### src/rtl/skid_reg_slice_pkg.sv
// Shared types and sizing for the two-entry valid/ready skid slice.
package skid_reg_slice_pkg;

    typedef enum logic [1:0] {
        EMPTY = 2'd0,
        ONE   = 2'd1,
        FULL  = 2'd2
    } skid_state_e;

    localparam int SKID_DEPTH = 2;
    localparam int CNT_W      = $clog2(SKID_DEPTH + 1);

    function automatic logic [CNT_W-1:0] occupancy(input skid_state_e s);
        case (s)
            ONE:     occupancy = CNT_W'(1);
            FULL:    occupancy = CNT_W'(2);
            default: occupancy = '0;
        endcase
    endfunction

endpackage

### src/rtl/dff_prims.sv
// Common flop primitives: reset-to-zero, reset-to-ones, reset-to-constant, enabled.
module dffr #(
    parameter int W = 1
) (
    input  logic         clk_i,
    input  logic         rst_n_i,
    input  logic [W-1:0] d,
    output logic [W-1:0] q
);
    always_ff @(posedge clk_i or negedge rst_n_i)
        if (!rst_n_i) q <= '0;
        else          q <= d;
endmodule

module dffrh #(
    parameter int W = 1
) (
    input  logic         clk_i,
    input  logic         rst_n_i,
    input  logic [W-1:0] d,
    output logic [W-1:0] q
);
    always_ff @(posedge clk_i or negedge rst_n_i)
        if (!rst_n_i) q <= '1;
        else          q <= d;
endmodule

module dffrc #(
    parameter int           W         = 1,
    parameter logic [W-1:0] RESET_VAL = '0
) (
    input  logic         clk_i,
    input  logic         rst_n_i,
    input  logic [W-1:0] d,
    output logic [W-1:0] q
);
    always_ff @(posedge clk_i or negedge rst_n_i)
        if (!rst_n_i) q <= RESET_VAL;
        else          q <= d;
endmodule

module dffer #(
    parameter int W = 1
) (
    input  logic         clk_i,
    input  logic         rst_n_i,
    input  logic         en,
    input  logic [W-1:0] d,
    output logic [W-1:0] q
);
    always_ff @(posedge clk_i or negedge rst_n_i)
        if (!rst_n_i) q <= '0;
        else if (en)  q <= d;
endmodule

### src/rtl/skid_reg_slice_ctrl.sv
// Next-state, data-enable and registered-output decode for the skid slice.
module skid_reg_slice_ctrl
    import skid_reg_slice_pkg::*;
(
    input  skid_state_e      state,
    input  logic             flush_i,
    input  logic             s_valid_i,
    input  logic             m_ready_i,
    input  logic             s_ready,
    input  logic             m_valid,
    output skid_state_e      state_nxt,
    output logic             main_en,
    output logic             main_from_skid,
    output logic             skid_en,
    output logic             s_ready_nxt,
    output logic             m_valid_nxt,
    output logic [CNT_W-1:0] cnt_nxt
);
    logic push, pop;

    assign push = s_valid_i & s_ready;
    assign pop  = m_valid & m_ready_i;

    always_comb begin
        state_nxt = state;
        if (flush_i) begin
            state_nxt = EMPTY;
        end else begin
            case (state)
                EMPTY:   if (push) state_nxt = ONE;
                ONE: begin
                    if (push && !pop)      state_nxt = FULL;
                    else if (!push && pop) state_nxt = EMPTY;
                end
                FULL:    if (pop) state_nxt = ONE;
                default: state_nxt = EMPTY;
            endcase
        end
    end

    // A flushed cycle loads nothing; the dropped beat must not reach main or skid.
    always_comb begin
        main_en        = 1'b0;
        main_from_skid = 1'b0;
        skid_en        = 1'b0;
        if (!flush_i) begin
            case (state)
                EMPTY: main_en = push;
                ONE: begin
                    main_en = push & pop;
                    skid_en = push & ~pop;
                end
                FULL: begin
                    main_en        = pop;
                    main_from_skid = 1'b1;
                end
                default: ;
            endcase
        end
        s_ready_nxt = (state_nxt != FULL);
        m_valid_nxt = (state_nxt != EMPTY);
        cnt_nxt     = occupancy(state_nxt);
    end

endmodule

### src/rtl/skid_reg_slice.sv
// Two-entry valid/ready register slice; every output comes straight from a flop.
// Define SKID_REG_SLICE_ASSERT_EN to compile in the protocol assertions.
module skid_reg_slice
    import skid_reg_slice_pkg::*;
#(
    parameter int DATA_WIDTH = 32
) (
    input  logic                  clk_i,
    input  logic                  rst_n_i,
    input  logic                  flush_i,
    input  logic                  s_valid_i,
    output logic                  s_ready_o,
    input  logic [DATA_WIDTH-1:0] s_dat_i,
    output logic                  m_valid_o,
    input  logic                  m_ready_i,
    output logic [DATA_WIDTH-1:0] m_dat_o,
    output logic [1:0]            cnt_o
);
    logic [1:0]            state_q;
    skid_state_e           state, state_nxt;
    logic                  main_en, main_from_skid, skid_en;
    logic                  s_ready_nxt, m_valid_nxt;
    logic [CNT_W-1:0]      cnt_nxt;
    logic [DATA_WIDTH-1:0] skid_q, main_d;

    assign state = skid_state_e'(state_q);

    skid_reg_slice_ctrl u_ctrl (
        .state          (state),
        .flush_i        (flush_i),
        .s_valid_i      (s_valid_i),
        .m_ready_i      (m_ready_i),
        .s_ready        (s_ready_o),
        .m_valid        (m_valid_o),
        .state_nxt      (state_nxt),
        .main_en        (main_en),
        .main_from_skid (main_from_skid),
        .skid_en        (skid_en),
        .s_ready_nxt    (s_ready_nxt),
        .m_valid_nxt    (m_valid_nxt),
        .cnt_nxt        (cnt_nxt)
    );

    dffrc #(.W(2), .RESET_VAL(EMPTY)) u_state (
        .clk_i(clk_i), .rst_n_i(rst_n_i), .d(state_nxt), .q(state_q));

    dffrh #(.W(1)) u_s_ready (
        .clk_i(clk_i), .rst_n_i(rst_n_i), .d(s_ready_nxt), .q(s_ready_o));

    dffr #(.W(1)) u_m_valid (
        .clk_i(clk_i), .rst_n_i(rst_n_i), .d(m_valid_nxt), .q(m_valid_o));

    dffr #(.W(2)) u_cnt (
        .clk_i(clk_i), .rst_n_i(rst_n_i), .d(cnt_nxt), .q(cnt_o));

    // Main refills from skid when draining FULL, else takes the producer beat.
    assign main_d = main_from_skid ? skid_q : s_dat_i;

    dffer #(.W(DATA_WIDTH)) u_main (
        .clk_i(clk_i), .rst_n_i(rst_n_i), .en(main_en), .d(main_d), .q(m_dat_o));

    dffer #(.W(DATA_WIDTH)) u_skid (
        .clk_i(clk_i), .rst_n_i(rst_n_i), .en(skid_en), .d(s_dat_i), .q(skid_q));

`ifdef SKID_REG_SLICE_ASSERT_EN
    a_s_stable: assert property (@(posedge clk_i) disable iff (!rst_n_i)
        s_valid_i && !s_ready_o |=> s_valid_i && $stable(s_dat_i));

    a_m_stable: assert property (@(posedge clk_i) disable iff (!rst_n_i)
        m_valid_o && !m_ready_i && !flush_i |=> m_valid_o && $stable(m_dat_o));

    a_cnt_range: assert property (@(posedge clk_i) disable iff (!rst_n_i)
        cnt_o != 2'd3);

    a_ctrl_known: assert property (@(posedge clk_i) disable iff (!rst_n_i)
        !$isunknown({s_valid_i, m_ready_i, flush_i}));
`endif

endmodule

### config.mk
export PLATFORM = sky130hd
export DESIGN_NAME = skid_reg_slice
export DESIGN_NICKNAME = d
export VERILOG_FILES = /design/src/rtl/skid_reg_slice_pkg.sv /design/src/rtl/dff_prims.sv /design/src/rtl/skid_reg_slice_ctrl.sv /design/src/rtl/skid_reg_slice.sv
export SDC_FILE = /design/constraint.sdc
export NUM_CORES = 1
export LEC_CHECK = 0
export ABC_AREA = 1
export CORE_UTILIZATION = 45
export DETAILED_ROUTE_END_ITERATION = 10
export PLACE_DENSITY = 0.71
export SYNTH_ARGS = -nofsm -noshare
export SYNTH_HDL_FRONTEND = slang
export SYNTH_SLANG_ARGS = --single-unit
export TNS_END_PERCENT = 1
### constraint.sdc
create_clock -name clk_i -period 1.1 [get_ports clk_i]
set_input_delay 0.275 -clock clk_i [delete_from_list [all_inputs] [get_ports clk_i]]
set_output_delay 0.275 -clock clk_i [all_outputs]
set_load 0.02 [all_outputs]
# After elaboration in Yosys (flattened, before gate mapping)
# Index checks and enable logic that the tools add are counted.
# classes
addsub	0
mul	0
n_div	0
n_lt_le_gt_ge	0
eq_ne	5
shift	0
n_mux	14
n_bitwise	5
reduce_logical	6
# ops
cell	count
32-bit 2-to-1 mux	1
2-bit 2-to-1 mux	5
2-bit one-hot mux with 3 select lines	1
1-bit 2-to-1 mux	5
1-bit bitwise AND	4
2-bit by 1-bit equality test with 1-bit output (second input constant)	2
2-bit equality test (second input constant)	2
2-bit one-hot mux with 2 select lines	1
1-bit one-hot mux with 3 select lines	1
1-bit logical AND	2
1-bit logical NOT	2
2-bit logical NOT	1
2-bit != test (second input constant)	1
2-bit nonzero test	1
1-bit inverter	1
# totals
ff_bits	70
latch_bits	0
mem_bits_rw	0
romBits	0
inputBits	37
output_inout_bits	36
wordCells	36
mem_count	0

# Longest topological paths before layout
# Gate-level depths: netlist of the first run.
# logic_depth
depth_word	9
depth_mapped	8
mapped_depth_nobuf	7

# By module
# A second synthesis of the first run with hierarchy kept.
# hier_totals
hier_cells	409
area_unflattened_um2	3364.5
# by_module_without_submodules
mod	instances	cells_per_inst	area_each_um2	seq_area_each_um2
dffer	2	136	1292.5	800.8
skid_reg_slice	1	104	491.7	0.0
skid_reg_slice_ctrl	1	27	136.4	0.0
dffr (u_cnt)	1	2	50.0	50.0
dffrc	1	2	50.0	50.0
dffrh	1	1	26.3	26.3
dffr (u_m_valid)	1	1	25.0	25.0

# Worst setup path after synthesis of the first run
# OpenSTA, ideal clock, no wires.
# synth_path
kind	reg-to-reg
startpoint	register u_s_ready.q
endpoint	register u_main.q[0]
setup_time_ns	0.117
arrival_ns	1.232
t_required_ns	0.983
setup_slack_ns	-0.249
path_stages_with_launch	9
n_path_buf	1
synth_period_minus_slack_ns	1.349
path_cell_list	dfstp_2 > nand2_1 > nor2_2 > nand2_1 > nand2_2 > nand2_2 > buf_2 > nand2_1 > nand2_1
# synth_between
elab_chain_len	4
# synth_rtl
element	line_no	rtl
from (decl)	dff_prims.sv:21	output logic [W-1:0] q
from (signal assigned)	dff_prims.sv:24	if (!rst_n_i) q <= '1;
from (signal assigned)	dff_prims.sv:25	else q <= d;
1-bit bitwise AND (*)	skid_reg_slice_ctrl.sv:21	assign push = s_valid_i & s_ready;
1-bit bitwise AND	skid_reg_slice_ctrl.sv:50	main_en = push & pop;
1-bit one-hot mux with 3 select lines (*)	skid_reg_slice_ctrl.sv:47	case (state)
1-bit 2-to-1 mux (*)	skid_reg_slice_ctrl.sv:46	if (!flush_i) begin
to (signal assigned)	dff_prims.sv:52	if (!rst_n_i) q <= '0;
to (signal assigned)	dff_prims.sv:53	else if (en) q <= d;
to (decl)	dff_prims.sv:49	output logic [W-1:0] q
# Mark *: on every way between the ends. The rest lies on a longest branch, timed or not.
# A chain may end at the register's enable or synchronous reset.

# Worst setup path after layout of the first run
# layout_path
startpoint	register u_s_ready.q
endpoint	register u_main.q[1]
# The elaborated chain is that of the path after synthesis.

==> impl_metrics.ini, run 1 <==
[placed_design]
dp_cells = 591
post-dp-hpwl_um = 5520
routabilityCongestion = 0.839
place_worst_setup_slack_ps = -579
quantity_of_i_o_buffers_inserted_on_ports = 72

[power_and_ir_drop]
ir_drop_uv = 1050
seq_power_share_pct = 43.8
combinationalPowerShare_pct = 30.3
cellInternalPower_mw = 5.89
p_total_mw = 8.99
clock_power_share_pct = 25.9
powerDensity_nw_per_um2 = 2030
psw_mw = 3.11
p_sw_share_pct = 34.6
cellLeakagePower_nw = 2.38

[synthesis]
synth_top_flop_cell = sky130_fd_sc_hd__dfrtp_1
syn-instance-count = 420
mappedNetlistArea_um2 = 3280
ys_ff_latch = 70
synth.lib_cells_used.distinct = 17
synth.largest_area_cell = sky130_fd_sc_hd__dfrtp_1
synth_area_per_cell_um2 = 7.82
synth.net_count = 457
ys_warn_count = 0
ranking_of_synthesized_cells_by_area = sky130_fd_sc_hd__dfrtp_1, sky130_fd_sc_hd__nand2_1, sky130_fd_sc_hd__nand4_1
ys_seq_area_share_pct = 53.4
ys_async_sr_fraction_pct = 100
synthMostInstantiatedCell = sky130_fd_sc_hd__nand2_1
synthDominantCellAreaShare_pct = 52.6
synth_edf_count = 0
post_synth_most_frequent_cells = sky130_fd_sc_hd__nand2_1, sky130_fd_sc_hd__dfrtp_1, sky130_fd_sc_hd__nand3_1, sky130_fd_sc_hd__nand4_1, sky130_fd_sc_hd__o21ai_0

[grt]
maximum_number_of_pins_on_one_net_before_global_route_repair = 46
gr-usage-all-layers_pct = 24.2
via_count_of_the_first_global_routing_pass = 2984
grt_pass1_wl_um = 14200
grt_antenna_before_repair = 0
global_route.overflow_total = 0

[sta]
setup_repair_after_global_routing_missed_its_margin = yes
relSlewSlack_pct = 80.6
min_period_over_period_pct = 124
final.min_clock_period_ps = 1360
timing_hold_violations_final = 0
fin_skew_ps = 9.54
achievable-frequency_mhz = 735
worst_pin_slew_ps = 290
final.setup.worst_slack_ps = -261
whs_ps = 336
timing_max_transition_violations_final = 0
setup_viol = 106

[die]
initial_utilization_pct = 47.5
die_width_um = 87.4
boundaryPins = 73
rows = 30
core_um2 = 6910
die_h_um = 87.4
fp.dieArea_um2 = 7640

[hold_path]
hp-class = in2async

[flow_run]
timing.max_cap.violations = 0

[clock_tree]
cell_at_the_root_of_the_clock_tree = sky130_fd_sc_hd__clkbuf_8
cts.sink_count = 70
cts_inserted_buffers = 9
clock_tree.buffer_depth = 2
worstSkewPairLatency_ps = 340
htree_levels = 3
cts.reportedPaths.clkPinSlew_ps = 80
tritoncts = built

[critical_path]
worstPathArrival_ps = 1590
rrSetupSlack_ps = -260
worst_setup_path_end_kind = flop
critPathLaunchType = flop
critical_path.reg2reg.endpoint = u_main.q[1]$_DFFE_PN0P_
timing.critical_path.fanout_max = 22
setup.worst_path.class = reg2reg
rr_startpoint = u_s_ready.q$_DFF_PN1_
reg2reg_depth = 8
cp.required_ps = 1330

[layout]
multi_input_area_um2 = 1380
area_overhead_of_the_layout_relative_to_synthesis_pct = 34.9
fillerInstances = 610
seq_area_um2 = 1750
stdcell_count = 609
final_net_count = 545
drive_above_1_share_pct = 20.5
antenna_cells = 0

[route]
routed_wirelength_um = 8580
vias = 3182
drtAntennaViolNets = 0
detail_route.drc_violations = 0
first_iteration_detailed_routing_drc_count = 260
wire_per_inst_um = 14.1
detail_route.first_pass.iterations = 4
post_drt_via_cell_ratio = 5.22

[run_status]
run_status = finished with violations
violations = negative setup slack
-- state kept, by name (all words and copies together) (netlist names) --
register     flops
u_cnt.q          2
u_m_valid.q      1
u_main.q        32
u_s_ready.q      1
u_skid.q        32
u_state.q        2
-- power groups by stage --
stage	clock network, mW	logic (mW)	registers, mW
after floorplan	0	1.07	4.34
after global placement	0	2.93	3.93
after detailed placement	0	3.00	3.96
after CTS	2.36	2.69	3.91
after global routing	2.48	3.01	4.05
final	2.33	2.72	3.94
-- metal layers --
metal / global-route usage (%) / routed length [µm] / share of wire [%] / up-vias
met4: 12.2 / 251 / 2.9 / 0
li1: - / - / - / 1544
met3: 4.08 / 423 / 4.9 / 22
met1: 31.3 / 3790 / 44 / 1510
met2: 39.4 / 4110 / 48 / 106
met5: 0 / 0 / 0 / -
-- worst max path at each step --
stage / start / end / slack, ps
2_1_floorplan: u_s_ready.q$_DFF_PN1_ / u_main.q[0]$_DFFE_PN0P_ / -220
3_3_place_gp: m_ready_i / u_main.q[7]$_DFFE_PN0P_ / -550
3_5_place_dp: m_ready_i / u_main.q[9]$_DFFE_PN0P_ / -580
4_1_cts: u_s_ready.q$_DFF_PN1_ / u_main.q[1]$_DFFE_PN0P_ / -250
5_1_grt: u_s_ready.q$_DFF_PN1_ / u_main.q[1]$_DFFE_PN0P_ / -320
6_report: u_s_ready.q$_DFF_PN1_ / u_main.q[1]$_DFFE_PN0P_ / -260
-- per-stage QoR --
| stage | TNS [ps] | util (%) | area, µm² |
|---|---|---|---|
| floorplan | -13730 | - | 3310 |
| global placement | -38310 | 62.4 | 4310 |
| detailed placement | -40260 | 62.4 | 4310 |
| CTS | -17210 | 63.8 | 4410 |
| global route | -22080 | 64.1 | 4430 |
| finish | -16250 | 64.1 | 4430 |
-- layout by cell type, fill, tap and decap left out, drive strengths merged --
| cell | synthesis | final |
|---|---|---|
| nand2 | 203 | 203 |
| clkbuf | 16 | 11 |
| clkinv | 0 | 3 |
| buf | 16 | 72 |
| a21oi | 1 | 1 |
| clkdlybuf4s50 | 0 | 35 |
| bufinv | 0 | 2 |
| dlygate4sd3 | 0 | 1 |
| nor2 | 4 | 4 |
| o21ai | 32 | 32 |
| nand3 | 35 | 35 |
| dfrtp | 69 | 69 |
| inv | 10 | 11 |
| nand4 | 33 | 33 |
| dfstp | 1 | 1 |
-- cells by family (layout without fill, tap and decap cells) --
logic type             Yosys count  count (layout)  synth area share (%)
AO/OA/AOI/OAI                   33              33                  5.03
buffers and inverters           42             135                  5.83
flip-flops                      70              70                  53.4
AND/OR/NAND/NOR                275             275                  35.7
-- critical path: stages, from the launching register on --
cell	delay, ps
sky130_fd_sc_hd__dfstp_2	550
sky130_fd_sc_hd__nand2_4	60
sky130_fd_sc_hd__nor2_4	100
sky130_fd_sc_hd__nand2_2	80
sky130_fd_sc_hd__nand2_4	110
sky130_fd_sc_hd__nand2_4	70
sky130_fd_sc_hd__buf_12	160
sky130_fd_sc_hd__nand2_1	60
sky130_fd_sc_hd__nand2_1	60
-- final cells by class --
cell class,instances,area share [%]
sequential,70,39.6
timing repair buffer,109,20.6
multi-input combinational,308,31.2
tap,96,2.71
clock buffer,10,3.11
clock inverter,6,1.89
inverter,10,0.847
-- timing repair --
item	CTS	global route
resized for setup	154	22
setup buffers	1	0
hold endpoints to repair	10	0
pin swaps	2	2
hold buffers	1	0
gates cloned	0	0
setup endpoints to repair	106	106
No activity file was read; power rests on OpenSTA's default activity.
==> run 2: changes to the inputs <==
Settings changed: ABC_AREA 1 to default, CORE_UTILIZATION 45 to 41, PLACE_DENSITY 0.71 to 0.63.
Clock period 1.1 ns to 1.4 ns, I/O delays scaled along.
==> run 2 against run 1 <==
  * The flow still finishes with violations (negative setup slack)
  * Design area up 6.2%
  * Worst setup slack worse by 130 ps
  * Hold slack better by 60 ps
  * Register-to-register slack worse by 130 ps
  * Maximum frequency down 24%
  * Utilization down 3.3 points
  * First-iteration DRC count down 92%
  * Die area up 9.3%
  * Routed wire length down 25%
  * Via count down 39%
  * Critical path depth down 3
  * Final cell count down 33%
==> impl_metrics.ini, run 2 <==
[run_status]
run_status = finished with violations
violations = negative setup slack

[critical_path]
critical-path-slowest-cell = sky130_fd_sc_hd__or3b_4
cp_num_buf_inv = 2
critPathMaxStageDelay_ps = 420
worst_setup_path_end_kind = flop
worstPathCellList = or3b_4 > buf_12 > buf_16 > mux2_4 > mux2_4
rr_startpoint = u_state.q[0]$_DFF_PN0_
worstPathArrival_ps = 2020
timing.critical_path.fanout_max = 10
critical-path-top-delay-family = multiplexers
critPathLaunchType = flop
worstSetupStartpoint = u_state.q[0]$_DFF_PN0_
setup.worst_path.class = reg2reg
crit_path_frequent_cell = sky130_fd_sc_hd__mux2_4
cp.required_ps = 1630

[power_and_ir_drop]
cellInternalPower_mw = 5.22
p_sw_share_pct = 29.7
cellLeakagePower_nw = 2.23
ir_drop_uv = 830
seq_power_share_pct = 44.0
combinationalPowerShare_pct = 34.1
psw_mw = 2.21
p_total_mw = 7.43
clock_power_share_pct = 22.0
powerDensity_nw_per_um2 = 1580

[synthesis]
synth_top_flop_cell = sky130_fd_sc_hd__dfrtp_1
mappedNetlistArea_um2 = 3280
post_synth_most_frequent_cells = sky130_fd_sc_hd__dfrtp_1, sky130_fd_sc_hd__mux2_4, sky130_fd_sc_hd__mux2_2, sky130_fd_sc_hd__buf_6
synth_edf_count = 0
ys_ff_latch = 70
ys_warn_count = 0
syn-instance-count = 193
synthMostInstantiatedCell = sky130_fd_sc_hd__dfrtp_1
ranking_of_synthesized_cells_by_area = sky130_fd_sc_hd__dfrtp_1, sky130_fd_sc_hd__mux2_4, sky130_fd_sc_hd__mux2_2
synth.largest_area_cell = sky130_fd_sc_hd__dfrtp_1
synth_area_per_cell_um2 = 17.0
ys_async_sr_fraction_pct = 100
ys_seq_area_share_pct = 53.5
synth.lib_cells_used.distinct = 20
synth.net_count = 230
synthDominantCellAreaShare_pct = 52.7

[sta]
setup_repair_after_global_routing_missed_its_margin = yes
finalSetupTns_ps = -19510
worst_pin_slew_ps = 385
setup_viol = 68
whs_ps = 396
achievable-frequency_mhz = 559
timing_max_transition_violations_final = 0
final.setup.worst_slack_ps = -388
fin_skew_ps = 8.44
min_period_over_period_pct = 128
final.min_clock_period_ps = 1790
relSlewSlack_pct = 74.1
timing_hold_violations_final = 0

[clock_tree]
htree_levels = 3
worstSkewPairLatency_ps = 340
cts.reportedPaths.clkPinSlew_ps = 80
cts.sink_count = 70
tritoncts = built
cell_at_the_root_of_the_clock_tree = sky130_fd_sc_hd__clkbuf_8
cts_inserted_buffers = 9
clock_tree.buffer_depth = 2

[placed_design]
post-dp-hpwl_um = 4250
place_worst_setup_slack_ps = -889
routabilityCongestion = 0.805
quantity_of_i_o_buffers_inserted_on_ports = 72

[layout]
final_net_count = 341
drive_above_1_share_pct = 62.5
area_overhead_of_the_layout_relative_to_synthesis_pct = 43.5
layout_commonest_cell = sky130_fd_sc_hd__dfrtp_1
highest_count_cells_in_the_layout_ignoring_fill_and_taps = sky130_fd_sc_hd__dfrtp_1, sky130_fd_sc_hd__mux2_4, sky130_fd_sc_hd__mux2_2
antenna_cells = 0
reg_top3 = u_main.q (32), u_skid.q (32)
fillerInstances = 597
seq_area_um2 = 1750
multi_input_area_um2 = 1470

[grt]
via_count_of_the_first_global_routing_pass = 2083
grt_pass1_wl_um = 10700
gr-usage-all-layers_pct = 17.1
global_route.overflow_total = 0
grt_antenna_before_repair = 0
maximum_number_of_pins_on_one_net_before_global_route_repair = 25

[die]
fp.dieArea_um2 = 8350
boundaryPins = 73
die_h_um = 91.4
core_um2 = 7730
initial_utilization_pct = 42.4
die_width_um = 91.4
rows = 32

[hold_path]
hp-class = in2async

[route]
detail_route.drc_violations = 0
detail_route.first_pass.iterations = 3
first_iteration_detailed_routing_drc_count = 21
vias = 1943
wire_per_inst_um = 15.7
routed_wirelength_um = 6450
drtAntennaViolNets = 0
post_drt_via_cell_ratio = 4.73

[flow_run]
timing.max_cap.violations = 0
run 2: changes by cell type in the layout (fill, tap and decap cells not counted), moves of 11 or more:
cell,previous run,this run
sky130_fd_sc_hd__nand2_1,197,1
sky130_fd_sc_hd__mux2_4,0,57
sky130_fd_sc_hd__mux2_2,0,39
sky130_fd_sc_hd__buf_2,34,0
sky130_fd_sc_hd__nand3_1,34,0
sky130_fd_sc_hd__nand4_1,33,0
sky130_fd_sc_hd__clkbuf_2,1,20
sky130_fd_sc_hd__o21ai_0,16,0
sky130_fd_sc_hd__o21ai_1,14,0
sky130_fd_sc_hd__buf_4,27,16
run 2: worst paths after layout:
path | endpoint | slack, ps | cells after the start
max in group asynchronous | u_skid.q[9]$_DFFE_PN0P_ | 540 | 3
worst max-delay path | u_main.q[21]$_DFFE_PN0P_ | -390 | 5
worst min-delay path | u_skid.q[3]$_DFFE_PN0P_ | 400 | 2
min in group clk_i | u_m_valid.q$_DFF_PN0_ | 460 | 3
worst max register to register | u_main.q[21]$_DFFE_PN0P_ | -390 | 5
worst min register to register | u_skid.q[8]$_DFFE_PN0P_ | 500 | 1
run 2: power by group through the flow:
stage	Sequential (mW)	Combinational [mW]	Clock, mW
after floorplan	3.61	1.18	0
after global placement	3.27	2.58	0
after detailed placement	3.29	2.63	0
final	3.27	2.53	1.63
after CTS	3.27	2.65	1.69
after global routing	3.38	2.70	1.77
run 2: through the flow:
stage | utilization (%) | instance area [µm²] | instances
2_1_floorplan | - | 3290 | 193
3_3_place_gp | 55.1 | 4260 | 380
3_5_place_dp | 55.1 | 4260 | 380
4_1_cts | 61.9 | 4780 | 410
5_1_grt | 60.9 | 4700 | 411
6_report | 60.9 | 4700 | 411
run 2: kinds of logic after synthesis:
group	count (synthesis)	share of synthesized area [%]
flip-flops	70	53.5
multiplexers	96	39.2
buffers and inverters	10	3.09
AO/OA/AOI/OAI	9	2.56
AND/OR/NAND/NOR	7	1.41
XOR/XNOR	1	0.267
run 2: timing repair:
| item | 4_1_cts | 5_1_grt |
|---|---|---|
| buffers inserted | 8 | 1 |
| pin swaps | 3 | 2 |
| hold buffers | 1 | 0 |
| gates cloned | 5 | 0 |
| endpoints found under the hold margin | 9 | 0 |
| endpoints found under the setup margin | 105 | 92 |
| gates resized for setup | 115 | 24 |
run 2: layout make-up:
cell class | count | area share [%]
Sequential cell | 70 | 37.3
Clock buffer | 10 | 2.93
Clock inverter | 6 | 1.30
Timing Repair Buffer | 110 | 24.5
Multi-Input combinational cell | 113 | 31.2
Tap cell | 102 | 2.71
run 2: worst register-to-register path, delay by kind of cell, from the launching register on:
kind	cells	cell delay, ps
mux	2	540
simple gates	1	420
flops	1	400
buf+inv	2	330
run 2: metal layers:
| metal | part of all wire (%) | GRT usage, % | vias to the layer above | routed length (µm) |
|---|---|---|---|---|
| li1 | - | - | 926 | - |
| met1 | 43 | 20.8 | 951 | 2810 |
| met2 | 49 | 27.6 | 54 | 3170 |
| met3 | 5.4 | 6.62 | 12 | 350 |
| met4 | 1.9 | 5.69 | 0 | 125 |
| met5 | 0 | 0 | - | 0 |
==> run 3: changes to the inputs <==
Settings changed: CAP_MARGIN from default to 10.
==> results of run 3 <==
No change in the layout: final DEF, timing and power equal those of run 2.
